==> src/rtl/bp_me_host_beat_splitter.sv <==
// Splits multi-beat BedRock mem commands into single-beat host commands and reassembles one multi-beat response.
// Define BP_ME_BEAT_SPLITTER_CHECK_EN to enable sticky protocol checking on err_o.
module bp_me_host_beat_splitter
    #(parameter int paddr_width_p = 40
    , parameter int beat_width_p  = 64
    , parameter int max_beats_p   = 8
    // Header layout, LSB first: size[2:0], addr[paddr_width_p-1:0], msg_type[3:0], payload[7:0]
    , localparam int mem_header_width_lp = 3 + paddr_width_p + 4 + 8
    )
    (input  logic                           clk_i
    , input  logic                           reset_i

    , input  logic [mem_header_width_lp-1:0] mem_cmd_header_i
    , input  logic                           mem_cmd_header_v_i
    , output logic                           mem_cmd_header_ready_and_o
    , input  logic                           mem_cmd_has_data_i
    , input  logic [beat_width_p-1:0]        mem_cmd_data_i
    , input  logic                           mem_cmd_data_v_i
    , output logic                           mem_cmd_data_ready_and_o
    , input  logic                           mem_cmd_data_last_i

    , output logic [mem_header_width_lp-1:0] mem_cmd_header_o
    , output logic                           mem_cmd_header_v_o
    , input  logic                           mem_cmd_header_ready_and_i
    , output logic                           mem_cmd_has_data_o
    , output logic [beat_width_p-1:0]        mem_cmd_data_o
    , output logic                           mem_cmd_data_v_o
    , input  logic                           mem_cmd_data_ready_and_i
    , output logic                           mem_cmd_data_last_o

    , input  logic [mem_header_width_lp-1:0] mem_resp_header_i
    , input  logic                           mem_resp_header_v_i
    , output logic                           mem_resp_header_ready_and_o
    , input  logic                           mem_resp_has_data_i
    , input  logic [beat_width_p-1:0]        mem_resp_data_i
    , input  logic                           mem_resp_data_v_i
    , output logic                           mem_resp_data_ready_and_o
    , input  logic                           mem_resp_data_last_i

    , output logic [mem_header_width_lp-1:0] mem_resp_header_o
    , output logic                           mem_resp_header_v_o
    , input  logic                           mem_resp_header_ready_and_i
    , output logic                           mem_resp_has_data_o
    , output logic [beat_width_p-1:0]        mem_resp_data_o
    , output logic                           mem_resp_data_v_o
    , input  logic                           mem_resp_data_ready_and_i
    , output logic                           mem_resp_data_last_o

    , output logic                           err_o
    );

    // state  | meaning
    // e_idle | waiting for an upstream command header
    // e_cmd  | issuing single-beat sub-command k to the host
    // e_resp | collecting host response k and forwarding it upstream
    typedef enum logic [1:0] {e_idle = 2'd0, e_cmd = 2'd1, e_resp = 2'd2} state_e;

    localparam int         cnt_width_lp    = $clog2(max_beats_p);
    localparam logic [2:0] max_beats_lg_lp = 3'($clog2(max_beats_p));
    localparam logic [2:0] beat_size_lp    = 3'($clog2(beat_width_p / 8));
    localparam int         addr_lsb_lp     = 3;

    state_e                         state_q, state_d;
    logic [cnt_width_lp-1:0]        k_q, k_d;
    logic                           hdr_sent_q, hdr_sent_d;
    logic [mem_header_width_lp-1:0] hdr_q, hdr_d;
    logic                           has_data_q, has_data_d;
    logic                           cmd_hdr_done_q, cmd_hdr_done_d;
    logic                           cmd_data_done_q, cmd_data_done_d;
    logic                           rhdr_done_q, rhdr_done_d;
    logic                           rdata_done_q, rdata_done_d;

    logic [2:0]                     size_lg, beats_lg, sub_size;
    logic [cnt_width_lp-1:0]        beat_mask, base_off, sub_off;
    logic [paddr_width_p-1:0]       sub_addr;
    logic [mem_header_width_lp-1:0] sub_hdr;
    logic                           last_beat;

    logic up_hdr_hs, up_data_hs, cmd_hdr_hs, cmd_data_hs, rhdr_hs, rdata_hs;
    logic cmd_done, resp_done;

    // Sub-command address wraps inside the aligned burst, like a critical-word-first fill.
    always_comb begin
        size_lg  = hdr_q[2:0];
        beats_lg = (size_lg > beat_size_lp) ? (size_lg - beat_size_lp) : 3'd0;
        if (beats_lg > max_beats_lg_lp)
            beats_lg = max_beats_lg_lp;
        sub_size  = (size_lg > beat_size_lp) ? beat_size_lp : size_lg;
        beat_mask = cnt_width_lp'((32'd1 << beats_lg) - 32'd1);
        base_off  = hdr_q[addr_lsb_lp+3 +: cnt_width_lp];
        sub_off   = (base_off & ~beat_mask) | ((base_off + k_q) & beat_mask);
        sub_addr  = hdr_q[addr_lsb_lp +: paddr_width_p];
        sub_addr[3 +: cnt_width_lp] = sub_off;
        sub_hdr   = hdr_q;
        sub_hdr[2:0] = sub_size;
        sub_hdr[addr_lsb_lp +: paddr_width_p] = sub_addr;
        last_beat = (k_q == beat_mask);
    end

    always_ff @(posedge clk_i or negedge reset_i) begin
        if (!reset_i) begin
            state_q         <= e_idle;
            k_q             <= '0;
            hdr_sent_q      <= 1'b0;
            hdr_q           <= '0;
            has_data_q      <= 1'b0;
            cmd_hdr_done_q  <= 1'b0;
            cmd_data_done_q <= 1'b0;
            rhdr_done_q     <= 1'b0;
            rdata_done_q    <= 1'b0;
        end else begin
            state_q         <= state_d;
            k_q             <= k_d;
            hdr_sent_q      <= hdr_sent_d;
            hdr_q           <= hdr_d;
            has_data_q      <= has_data_d;
            cmd_hdr_done_q  <= cmd_hdr_done_d;
            cmd_data_done_q <= cmd_data_done_d;
            rhdr_done_q     <= rhdr_done_d;
            rdata_done_q    <= rdata_done_d;
        end
    end

    always_comb begin
        state_d         = state_q;
        k_d             = k_q;
        hdr_sent_d      = hdr_sent_q;
        hdr_d           = hdr_q;
        has_data_d      = has_data_q;
        cmd_hdr_done_d  = cmd_hdr_done_q;
        cmd_data_done_d = cmd_data_done_q;
        rhdr_done_d     = rhdr_done_q;
        rdata_done_d    = rdata_done_q;
        unique case (state_q)
            e_idle: begin
                if (up_hdr_hs) begin
                    hdr_d      = mem_cmd_header_i;
                    has_data_d = mem_cmd_has_data_i;
                    k_d        = '0;
                    hdr_sent_d = 1'b0;
                    state_d    = e_cmd;
                end
            end
            e_cmd: begin
                cmd_hdr_done_d  = cmd_hdr_done_q | cmd_hdr_hs;
                cmd_data_done_d = cmd_data_done_q | cmd_data_hs;
                if (cmd_done) begin
                    cmd_hdr_done_d  = 1'b0;
                    cmd_data_done_d = 1'b0;
                    state_d         = e_resp;
                end
            end
            e_resp: begin
                rhdr_done_d  = rhdr_done_q | rhdr_hs;
                rdata_done_d = rdata_done_q | rdata_hs;
                if (mem_resp_header_v_o & mem_resp_header_ready_and_i)
                    hdr_sent_d = 1'b1;
                if (resp_done) begin
                    rhdr_done_d  = 1'b0;
                    rdata_done_d = 1'b0;
                    if (last_beat) begin
                        k_d        = '0;
                        hdr_sent_d = 1'b0;
                        state_d    = e_idle;
                    end else begin
                        k_d     = k_q + 1'b1;
                        state_d = e_cmd;
                    end
                end
            end
            default: state_d = e_idle;
        endcase
    end

    always_comb begin
        mem_cmd_header_ready_and_o  = 1'b0;
        mem_cmd_data_ready_and_o    = 1'b0;
        mem_cmd_header_v_o          = 1'b0;
        mem_cmd_data_v_o            = 1'b0;
        mem_resp_header_ready_and_o = 1'b0;
        mem_resp_data_ready_and_o   = 1'b0;
        mem_resp_header_v_o         = 1'b0;
        mem_resp_data_v_o           = 1'b0;
        mem_cmd_header_o            = sub_hdr;
        mem_cmd_has_data_o          = has_data_q;
        mem_cmd_data_o              = mem_cmd_data_i;
        mem_cmd_data_last_o         = 1'b1;
        mem_resp_header_o           = hdr_q;
        mem_resp_has_data_o         = ~has_data_q;
        mem_resp_data_o             = mem_resp_data_i;
        mem_resp_data_last_o        = last_beat;
        unique case (state_q)
            e_idle: mem_cmd_header_ready_and_o = 1'b1;
            e_cmd: begin
                if (has_data_q) begin
                    // Each host handshake is remembered so the upstream beat pops exactly once.
                    mem_cmd_header_v_o       = mem_cmd_data_v_i & ~cmd_hdr_done_q;
                    mem_cmd_data_v_o         = mem_cmd_data_v_i & ~cmd_data_done_q;
                    mem_cmd_data_ready_and_o = (cmd_hdr_done_q | mem_cmd_header_ready_and_i)
                                             & (cmd_data_done_q | mem_cmd_data_ready_and_i);
                end else begin
                    mem_cmd_header_v_o = 1'b1;
                end
            end
            e_resp: begin
                mem_resp_header_v_o         = (k_q == '0) & mem_resp_header_v_i & ~hdr_sent_q;
                mem_resp_header_ready_and_o = ~rhdr_done_q & ((k_q != '0) | mem_resp_header_ready_and_i);
                if (!has_data_q) begin
                    mem_resp_data_v_o         = mem_resp_data_v_i & ~rdata_done_q;
                    mem_resp_data_ready_and_o = mem_resp_data_ready_and_i & ~rdata_done_q;
                end
            end
            default: ;
        endcase
        if (!reset_i) begin
            mem_cmd_header_ready_and_o  = 1'b0;
            mem_cmd_data_ready_and_o    = 1'b0;
            mem_cmd_header_v_o          = 1'b0;
            mem_cmd_data_v_o            = 1'b0;
            mem_resp_header_ready_and_o = 1'b0;
            mem_resp_data_ready_and_o   = 1'b0;
            mem_resp_header_v_o         = 1'b0;
            mem_resp_data_v_o           = 1'b0;
        end
    end

    assign up_hdr_hs   = mem_cmd_header_v_i & mem_cmd_header_ready_and_o;
    assign up_data_hs  = mem_cmd_data_v_i & mem_cmd_data_ready_and_o;
    assign cmd_hdr_hs  = mem_cmd_header_v_o & mem_cmd_header_ready_and_i;
    assign cmd_data_hs = mem_cmd_data_v_o & mem_cmd_data_ready_and_i;
    assign rhdr_hs     = mem_resp_header_v_i & mem_resp_header_ready_and_o;
    assign rdata_hs    = mem_resp_data_v_i & mem_resp_data_ready_and_o;
    assign cmd_done    = has_data_q ? up_data_hs : cmd_hdr_hs;
    assign resp_done   = (rhdr_done_q | rhdr_hs) & (has_data_q | rdata_done_q | rdata_hs);

    logic unused_sigs;
    assign unused_sigs = ^{mem_cmd_data_last_i, mem_resp_data_last_i, mem_resp_header_i, mem_resp_has_data_i};

`ifdef BP_ME_BEAT_SPLITTER_CHECK_EN
    logic err_q, err_d;
    logic chk_nolast, chk_addr, chk_uplast;

    assign chk_nolast = rdata_hs & ~mem_resp_data_last_i;
    assign chk_addr   = rhdr_hs & (mem_resp_header_i[addr_lsb_lp +: paddr_width_p] != sub_addr);
    assign chk_uplast = up_data_hs & mem_cmd_data_last_i & ~last_beat;
    assign err_d      = err_q | chk_nolast | chk_addr | chk_uplast;

    always_ff @(posedge clk_i or negedge reset_i) begin
        if (!reset_i)
            err_q <= 1'b0;
        else
            err_q <= err_d;
    end

    always_ff @(posedge clk_i) begin
        if (chk_nolast) $error("beat_splitter: host response beat %0d without last", k_q);
        if (chk_addr)   $error("beat_splitter: host response address mismatch on beat %0d", k_q);
        if (chk_uplast) $error("beat_splitter: upstream last on beat %0d", k_q);
    end

    assign err_o = err_q;
`else
    assign err_o = 1'b0;
`endif

endmodule

==> config.mk <==
export PLATFORM = sky130hd
export DESIGN_NAME = bp_me_host_beat_splitter
export DESIGN_NICKNAME = d
export VERILOG_FILES = /design/src/rtl/bp_me_host_beat_splitter.sv
export SDC_FILE = /design/constraint.sdc
export NUM_CORES = 1
export LEC_CHECK = 0
export ABC_AREA = 0
export BUFFER_PORTS_ARGS = -buffer_cell sky130_fd_sc_hd__buf_2
export CAP_MARGIN = 20
export CORE_AREA = 2 2 198 200
export DETAILED_ROUTE_END_ITERATION = 10
export DIE_AREA = 0 0 200 202
export MAX_ROUTING_LAYER = met4
export PLACE_DENSITY_LB_ADDON = 0.05
export SLEW_MARGIN = 30
export SYNTH_ARGS = -nofsm -noshare
export SYNTH_HDL_FRONTEND = slang
export SYNTH_SLANG_ARGS = --single-unit
==> constraint.sdc <==
create_clock -name clk_i -period 1.79 [get_ports clk_i]
set_clock_uncertainty 0.1 [all_clocks]
set_input_delay 0.2685 -clock clk_i [delete_from_list [all_inputs] [get_ports clk_i]]
set_output_delay 0.2685 -clock clk_i [all_outputs]
set_load 0.02 [all_outputs]
======== Word-level counts from Yosys, hierarchy flattened ========
Cells that the tools add are included.
storage, ports and cells
  flip-flop bits (word level) ............. 66
  bits of input ports ..................... 252
  word-level logic and storage cells ...... 108
  output and inout port bits .............. 251
cells by class
  shifts and indexed selects .............. 1
  $add $sub $neg .......................... 4
  muxes and demuxes ....................... 43
  reductions and logical operators ........ 8
  bitwise gates (word level) .............. 35
  order comparisons ....................... 2
  equality and inequality tests ........... 6
operator list
  kind                                                number
  2-to-1 mux 1 bit                                    31
  2-to-1 mux 3 bit                                    6
  AND 1 bit                                           16
  OR 1 bit                                            9
  AND 3 bit                                           2
  > comparator 3 x 2 -> 1 bit, second input constant  2
  2-to-1 mux 2 bit                                    3
  inequality test 2 bit, second input constant        3
  NOT 1 bit                                           6
  case mux 2 bit (3 select lines)                     1
  case mux 3 bit (2 select lines)                     1
  AND reduction 3 bit                                 2
  AND reduction 2 bit                                 2
  adder 3 x 1 -> 3 bit, second input constant         1
  adder 3 bit                                         1
  == test 3 bit                                       1
  zero test 3 bit                                     1
  NOT 3 bit                                           1
  OR 3 bit                                            1
  nonzero test 3 bit                                  1
  left shift 1 x 3 -> 3 bit, first input constant     1
  subtractor 3 x 1 -> 3 bit, second input constant    1
  subtractor 3 x 2 -> 3 bit, second input constant    1
  == test 2 x 1 -> 1 bit, second input constant       1
  4 further kinds                                     4

======== Logic depth before layout (Yosys ltp) ========
Gate-level depths: netlist of run 1.
  depth after elaboration ................. 10
  gate-level depth with buffers ........... 6

======== Worst setup path before layout of run 1 ========
Ideal clock, no wire load.
  path type ............................... register to register
  from .................................... register hdr_q[1], in the netlist mem_resp_header_o[1]
  to ...................................... register k_q[0]
  buffers on the path ..................... 0
  arrival ................................. 2115 ps
  period minus slack after synthesis ...... 2377 ps
  stages on the path, launching flop included .. 7
  required time ........................... 1529 ps
  slack ................................... -587 ps
  setup time .............................. 161 ps
  cells stage by stage .................... dfrtp_1 > ha_1 > ha_1 > nor2_1 > o31a_1 > nor3_1 > o32ai_1
on the way
  word-level cells in the longest chain between the ends .. 10
  elaborated cells on any way between the ends .. 11
  classes of those cells .................. 2 x add/sub; 2 x order compare; 1 x eq/ne; 1 x shift; 5 x mux
RTL lines
  what                                                                             RTL line  RTL
  from (decl)                                                                      66        logic [mem_header_width_lp-1:0] hdr_q, hdr_d;
  from (signal assigned)                                                           115       hdr_q <= hdr_d;
  subtractor 3 x 2 -> 3 bit / > comparator 3 x 2 -> 1 bit (equally long branches)  85        beats_lg = (size_lg > beat_size_lp) ? (size_lg - beat_size_lp) : 3'd0;
  2-to-1 mux 3 bit (*)                                                             85
  > comparator 3 x 2 -> 1 bit                                                      86        if (beats_lg > max_beats_lg_lp)
  2-to-1 mux 3 bit (*)                                                             86
  left shift 1 x 3 -> 3 bit (*)                                                    89        beat_mask = cnt_width_lp'((32'd1 << beats_lg) - 32'd1);
  subtractor 3 x 1 -> 3 bit (*)                                                    89
  == test 3 bit (*)                                                                97        last_beat = (k_q == beat_mask);
  net mem_resp_data_last_o                                                         47        , output logic mem_resp_data_last_o
  2-to-1 mux 3 bit (*)                                                             161       if (last_beat) begin
  2-to-1 mux 3 bit (*)                                                             158       if (resp_done) begin
  case mux 3 bit (2 select lines) (*)                                              134       unique case (state_q)
  to (signal assigned)                                                             113       k_q <= k_d;
  to (decl)                                                                        64        logic [cnt_width_lp-1:0] k_q, k_d;
Mark *: on every way through the listed nets, which the timed path passes. The rest lies on a longest branch. The select of a mux whose other input is x is not followed.
A chain may end at the register's enable or synchronous reset.

======== Worst setup path in the final report of run 1 ========
  from .................................... register hdr_q[1], in the netlist mem_resp_header_o[1]
  to ...................................... output port mem_cmd_header_o[6]
on the way
  word-level cells in the longest chain between the ends .. 9
  elaborated cells on any way between the ends .. 11
  classes of those cells .................. 2 x add/sub; 2 x order compare; 1 x shift; 2 x mux; 4 x bitwise
RTL lines
  what                                                                             RTL line  RTL
  subtractor 3 x 2 -> 3 bit / > comparator 3 x 2 -> 1 bit (equally long branches)  85
  2-to-1 mux 3 bit (*)                                                             85
  > comparator 3 x 2 -> 1 bit                                                      86
  2-to-1 mux 3 bit (*)                                                             86
  left shift 1 x 3 -> 3 bit (*)                                                    89
  subtractor 3 x 1 -> 3 bit (*)                                                    89
  NOT 3 bit                                                                        91        sub_off = (base_off & ~beat_mask) | ((base_off + k_q) & beat_mask);
  AND 3 bit                                                                        91
  OR 3 bit (*)                                                                     91
  to (decl)                                                                        22        , output logic [mem_header_width_lp-1:0] mem_cmd_header_o
Mark *: on every way between the ends. The rest lies on a longest branch, timed or not.

==> results summary, run 1 <==
The count of final max-slew check failures is 0. The clock passes through at most 2 buffers. During placement, the flow inserted port buffers numbering 185. The count of endpoints failing setup in the final report came out at 70. The required time of the critical path is around 1400 ps. The buffering stage count on the worst path with inverters included is 1.

For this run, global-route usage on met3 was measured as 0.0330. The largest net degree at the start of global routing came out at 42. In this run the count of I/O pins placed on the die edge is 503. The DRC violations left came out at 0. The proportion of register bits with asynchronous set or reset after synthesis is 1.00. The post-synthesis adder-cell area fraction came out at 0.0193. By area, the combinational part of the netlist is dominated by buffers and inverters.

The arrival time at the worst endpoint came out at slightly below 2000 ps. The count of non-filler cells in the finished layout is just over 1k. The kind of path behind the tightest hold check is in -> reg. Compared with the post-synthesis result, the final layout area differs by 43.0%.

The portion of synthesized area spent on multiplexers is 0.142. The first global-routing pass estimated about 22,000 µm of wire. In the final layout, the share of cells above drive strength 1 is 0.760. The xor/xnor cell area share of the yosys netlist is 0.00614. The final reports fail on negative setup slack. Yosys printed 0 warnings. Yosys mapped a number of flops with a built-in enable equal to 0.

The chip height is 202 µm. In this run the clock root is driven by a clkbuf_16. The met2 capacity usage during global routing is 0.115. The number of vias in the routed layout came out at slightly above 3k. Traced cell by cell, the critical path runs through ha_4, ha_4, nor2_4, a211oi_2, mux2_4, buf_6. For met1 alone, demand over resource in global routing was 0.0803. In this design, the stage delay of the slowest critical-path cell is roughly 430 ps.

The share of the clock period used by the worst path after layout came out at 1.29. The count of nets after finishing is 740. The die outline width is about 200 µm.

The post-CTS clock slew at the launch and capture registers of the worst setup and hold paths is approximately 60 ps. The slew at the pin closest to its max-slew limit came out at about 610 ps. After synthesis, the cell types taking the most area are dfrtp_1 (39%), buf_4 (32%), mux2_2 (14%). The number of cells in the design after placement came out at 953. The cell count after synthesis came out at roughly 400.

The worst setup path is captured at a primary output. The total global routing overflow is 0. The initial antenna violation count was 5. The final-layout fill cell count came out at about 4.3k. The number of violations reported at the end of detailed-routing iteration 0 is 59. The floorplan step defined a die boundary enclosing between 40,000 and 50,000 µm². The number of rows created at floorplan came out at between 70 and 80. The clock latency at the later pin of the worst-skew pair is about 340 ps. The via count of the first global-routing pass came to between 3k and 4k. The power per standard cell area came out at about 2000 nW/µm². Dividing the detail-routed wire length by the instance count gives 15.2 µm. In this run, CTS created clock tree buffers numbering 9.

The placeable core region is approximately 38,000 µm². The worst setup slack after layout is -522 ps. The number of violations of the max-capacitance limit came out at 0. Summed over all instances, the cell type with the most area after synthesis is dfrtp_1.

The synthesized design contains between 60 and 70 register bits. The pre-CTS setup slack is -283 ps. The number of sinks driven by the clock tree is 66. The leakage power total came out at about 2.8 nW.

The portion of synthesized cell area occupied by the leading cell type is 0.386. The most instantiated library cell after synthesis is buf_4. The worst-path maximum fanout is 4. The run finished, with violations left. The starting density of the core came out at 0.112.

The largest individual stage delay along the critical path comes from the cell dfrtp_2. The count of final hold-check violations was 0. The final antenna-violating net count is 0. The time the final worst path needs with I/O delays and setup came out at 2310 ps. CTS built an H-tree with a depth of 3. The CTS tree is done. The maximum vdd ir drop came out at 0.000662 V. The unique cell type count in the Yosys netlist is 47. Of the synthesized area, sequential elements account for 0.386.

Of the total synthesized cell area, the portion taken by AND, OR, NAND and NOR gates is 0.0500. The cell family contributing the most delay on the critical path is adder cells. The worst setup path is launched from a flop. The ratio of routed vias to standard cells came out at about 3.0.

The worst setup path category is reg -> out. The count of TritonRoute iterations in the first routing pass is 4. The achievable clock frequency came out at between 0.4 and 0.5 GHz. The worst pin sits at a relative slew slack of 0.593. The share of the synthesized area in compound gates (AO/OA/AOI/OAI) is 0.0571. met2 is the most crowded layer. In the synthesized netlist, the cells that appear most often are buf_4 (180), dfrtp_1 (66), mux2_2 (54). Setup repair after global routing could not meet its margin everywhere. Routability-driven placement finished with a final weighted congestion of around 0.68.

Wires add up to 15,300 µm. The mean post-synth cell area is 10.6 µm². The most numerous cell type found on the critical path is ha_4. The most used flip-flop cell after synthesis is dfrtp_1. The detailed-placement wirelength estimate is about 11,000 µm.

The overall track demand over capacity in global routing came out at 0.0765. The cell area that synthesis handed to floorplanning was 4280 µm².
[final timing paths]
kind / startpoint / endpoint / slack [ps] / cells past startpoint
hold / removal: mem_cmd_header_i[29] / mem_resp_header_o[29] / 50 / 2
max in group asynchronous: reset_i / state_q[0] / 890 / 3
hold reg to reg: mem_resp_header_o[37] / mem_resp_header_o[37] / 430 / 1
min in group asynchronous: reset_i / hdr_sent_q / 80 / 2
setup / recovery: mem_resp_header_o[1] / mem_cmd_header_o[6] / -520 / 6
setup reg to reg: k_q[0] / state_q[0] / -280 / 9
[area by class of cell]
class,count,area [µm²],share of cell area
Timing Repair Buffer,257,1790,0.293
Multi-Input combinational cell,139,1670,0.272
Sequential cell,66,1660,0.272
Tap cell,518,648,0.106
Clock buffer,14,264,0.0432
Inverter,9,36.3,0.00593
Clock inverter,2,35.0,0.00573
Antenna cell,5,12.5,0.00205
[worst register-to-register path: stages (launching register included)]
cell,delay (ps)
dfrtp_2,430
buf_6,130
inv_4,50
ha_4,110
or3b_4,410
buf_6,140
and3_4,160
o21ai_4,230
buf_6,140
o31ai_1,60
[metrics by stage]
stage	hold WS, ps	power [mW]	TNS (ps)	util	area (µm²)
5_1_grt	35.5	12.9	-12570	0.160	6110
6_report	51.2	12.2	-7350	0.160	6110
2_1_floorplan	-127	7.46	-954	-	4370
3_3_place_gp	265	8.96	-4220	0.127	4870
4_1_cts	25.5	11.9	-12030	0.154	5880
3_5_place_dp	248	8.86	-3250	0.127	4870
[routing by layer]
metal	vias up	part of all wire
met5	-	0
met4	0	0.055
met3	81	0.098
met2	158	0.46
met1	1449	0.39
li1	1329	-
[power breakdown]
part	switching, mW	internal [mW]	total [mW]
sequential	0.646	2.25	2.89
clock	0.715	1.16	1.87
combinational	3.84	3.55	7.39
[layout by cell type, fill, tap and decap left out, types with 3 or more instances in the layout]
master     synthesis  layout
conb_1             2       3
and3_4             0       3
buf_6              1      30
nor2_1             8       5
buf_12             0       6
a21oi_1            9       6
buf_8              0       6
mux2_4             0      54
diode_2            0       5
ha_4               0       4
clkbuf_16          0      12
dfrtp_2            0       8
o21ai_0            4       3
dfrtp_1           66      58
nand2_1            8       7
clkbuf_1           3       3
inv_1              9       6
buf_4            180      39
buf_2              6     171
[flip-flops by register name (all words and copies together), names as in the netlist]
signal	flops
cmd_data_done_q	1
cmd_hdr_done_q	1
hdr_sent_q	1
k_q	3
mem_cmd_has_data_o	1
mem_resp_header_o	55
rdata_done_q	1
rhdr_done_q	1
state_q	2
[timing repair]
action	CTS	global route
pin swaps	18	14
cloned	2	4
setup buffers	26	11
hold buffers	3	0
hold endpoints to repair	25	0
gates resized for setup	108	52
setup endpoints to repair	39	75
[kinds of logic (layout without fill, tap and decap cells)]
kind of cell,Yosys count,after routing
fa+ha+maj,6,6
mux,54,54
other cells,2,8
buf+inv,200,282
compound gates,34,34
flops,66,66
xor+xnor,3,3
simple gates,39,39
Power figures use the tool's default switching activity.
==> inputs of run 2 (changes only) <==
Settings changed: ABC_AREA 0 to 1, CORE_AREA 2 2 198 200 to 2 2 195 197, DIE_AREA 0 0 200 202 to 0 0 197 199.
==> results summary, run 2 <==
The flow ran to the end, but the final reports show violations. The final reports fail on negative setup slack. The synthesis-stage register bit count is 66. The setup path with the least slack is of type reg -> out.

The time the final worst path needs with I/O delays and setup is around 2300 ps. The worst setup slack after layout is -502 ps. The sequential-to-total area share from yosys stat is 0.364.

In the post-synthesis netlist, the cell with the most instances is buf_4. The largest net degree at the start of global routing came out at 33. The clock latency at the later pin of the worst-skew pair came out at roughly 360 ps. The area growth from synthesis to layout is 27.4%.

The critical path's largest stage delay is around 430 ps. Of the post-synthesis cell area, the dominant cell type holds 0.364. The number of antenna cells inserted is 0. The number of violations reported at the end of detailed-routing iteration 0 is between 40 and 50.

The worst-case register-to-register setup slack is -100 ps. TritonCTS built the clock tree. Counting flops with a built-in enable in the synthesized netlist gives 0. The total global routing overflow came out at 0. The chip height is 199 µm. The TritonCTS buffer count is 9. In this run the remaining antenna-violating nets after routing total 0.

The maximum vdd ir drop is 0.000716 V. The cell at the root of the clock tree is clkbuf_16. The count of input and output buffers is between 150 and 200. The leading cell type in the layout, fill and taps excluded is buf_2.

The starting density of the core came out at 0.122. The count of non-filler cells in the finished layout came out at around 980. Yosys mapped the design onto 28 distinct sky130hd cell types. Of all cell types, the one taking the most synthesized area is dfrtp_1. After detailed routing, the number of remaining DRC violations is 0. The mean post-synth cell area came out at between 10 and 15 µm². The count of endpoints failing setup in the final report came out at 15. The category of the worst setup path launch point is a flop.

The number of buffers and inverters on the critical path is 2. After detailed routing, the number of vias per cell comes to 3.02. The post-CTS clock slew at the launch and capture registers of the worst setup and hold paths is 60 ps. The detailed-placement wirelength estimate came out at around 11,000 µm. The number of vias in the routed layout came out at 2,970.

The number of cells in the design after placement came out at about 940. The count of nets after finishing is 762. The initial antenna violation count was 0.

The number of rows created at floorplan came out at 71. The leakage power total is 2.96 nW. The die outline width is between 150 and 200 µm.

The number of buffers between clock root and the deepest sink came out at 2. The count of final hold-check violations came out at 0. By area the synthesized netlist is led by dfrtp_1 (36%), buf_4 (30%), mux2_4 (17%). STA classifies the critical path endpoint as a primary output. The power per standard cell area came out at ~2000 nW/µm².

Walking the worst path, the cells encountered are ha_4, ha_4, inv_2, nand2_2, o211ai_1, mux2_4, buf_6. In this run the worst hold path is classified as in -> async. The total length of routed wires is 14,500 µm.

The top-level port count came out at around 500. The number of H-tree branching levels came out at 3. Summing every instance area after synthesis gives approximately 4500 µm².

The first global-routing pass estimated a little over 20,000 µm of wire. Among the stages of the critical path, the cell type that occurs most often is ha_4. The number of violations of the max-capacitance limit is 0.

For this run, asynchronously set or reset flops after synthesis account for 1.00. The routability congestion estimate from global placement came out at 0.650. Leaving out fill and tap cells, the most frequent cells in the layout are buf_2 (171), dfrtp_1 (58), mux2_4 (53), buf_4 (40), nand2_1 (28). The number of stages on the worst setup path is 7.

The share of the clock period used by the worst path after layout is 1.28. The slowest stage of the critical path is the dfrtp_2 cell. The cell count after synthesis came out at between 400 and 500. The count of cells along the worst register-to-register path is 13. Ranked by instance count, the synthesized netlist is headed by buf_4 (180), dfrtp_1 (66), mux2_4 (52).

The area used by multi-input combinational logic is 1620 µm². In the final layout, the share of cells above drive strength 1 is 0.707. The flip-flop count of the largest register after layout is 55. The most used flip-flop cell after synthesis is dfrtp_1. The via count of the first global-routing pass is between 3k and 4k. Data on the critical path is required at its endpoint by roughly 1400 ps. The sequential cells in the finished layout cover a total of ~1700 µm². The floorplan step defined a die boundary enclosing ~39,000 µm². Of all nets on the critical path, the largest fanout is 3. The achievable clock frequency came out at roughly 0.44 GHz. The placeable core region came out at about 37,000 µm². The count of TritonRoute iterations in the first routing pass came out at 4.

The final-layout fill cell count came out at 4,192. Setup repair after global routing could not meet its margin everywhere. The dominant delay contributor by cell family on the critical path is flip-flops. The count of final max-slew check failures is 0. During synthesis, Yosys emitted a total of 0 warnings. The number of sinks driven by the clock tree is 66. Dividing the detail-routed wire length by the instance count gives approximately 15 µm. The overall track demand over capacity in global routing came out at 0.0751. The pre-CTS setup slack is -145 ps. The arrival time at the worst endpoint is 1920 ps.
## run 2: changes by cell type after synthesis, moves of 7 or more
cell / delta
mux2_2: -53
mux2_4: +52
nand2_1: +31
inv_1: +17
nor2_1: +11
nand3_1: +7
## run 2: cell families (layout without fill, tap and decap cells)
family                   count (synthesis)  after routing  share of synthesized area
buffers and inverters                  214            281                      0.336
AND/OR/NAND/NOR                         79             79                     0.0783
flip-flops                              66             66                      0.364
multiplexers                            53             53                      0.175
AO/OA/AOI/OAI                           18             18                     0.0215
adder cells (fa/ha/maj)                  6              6                     0.0182
XOR/XNOR                                 3              3                    0.00579
other                                    2              3                    0.00165
## run 2: repair_timing
item | 4_1_cts | 5_1_grt
endpoints found under the setup margin | 16 | 23
hold buffers | 3 | 0
gates cloned | 0 | 2
pin swaps | 12 | 16
hold endpoints to repair | 5 | 0
setup buffers | 12 | 11
resized for setup | 50 | 49
## run 2: where the power goes
part           switching [mW]  leakage (nW)  total [mW]  internal (mW)
clock                   0.742         0.138        1.82           1.08
sequential              0.588         0.788        2.80           2.21
combinational            3.71          2.04        6.71           3.00
total                    5.04          2.96        11.3           6.28
## run 2: final cells by class
cell class / instances / share of cell area
clock buffer: 13 / 0.0416
clock inverter: 3 / 0.00693
inverter: 27 / 0.0197
multi-input combinational: 162 / 0.280
sequential: 66 / 0.287
tap: 474 / 0.103
timing repair buffer: 238 / 0.261
## run 2: path summary, 6_finish.rpt
check	from	end
min in group clk_i	mem_cmd_header_i[47]	mem_resp_header_o[47]
worst max-delay path	mem_resp_header_o[0]	mem_cmd_header_o[6]
worst min-delay path	reset_i	mem_resp_header_o[46]
worst min register to register	mem_resp_header_o[36]	mem_resp_header_o[36]
worst max register to register	k_q[0]	rhdr_done_q
max in group asynchronous	reset_i	mem_cmd_has_data_o
## run 2: per-stage QoR
stage                     hold slack (ps)  power (mW)   util  setup TNS, ps  cell area (µm²)
final                                4.11        11.3  0.156          -2690             5780
after global routing                 11.7        12.1  0.156          -5300             5780
after CTS                            5.59        11.3  0.148          -3110             5510
after detailed placement              286        8.88  0.134           -412             4960
after global placement                287        8.95  0.134           -782             4960
after floorplan                      -127        7.63      -           -119             4610
## run 2: per-layer routing
layer / share of wire / up-vias / routed length (µm) / GRT usage
li1: - / 1353 / - / -
met5: 0 / - / 0 / -
met4: 0.045 / 0 / 657 / 0.0524
met1: 0.37 / 1404 / 5380 / 0.0742
met2: 0.50 / 149 / 7230 / 0.120
met3: 0.084 / 64 / 1210 / 0.0319
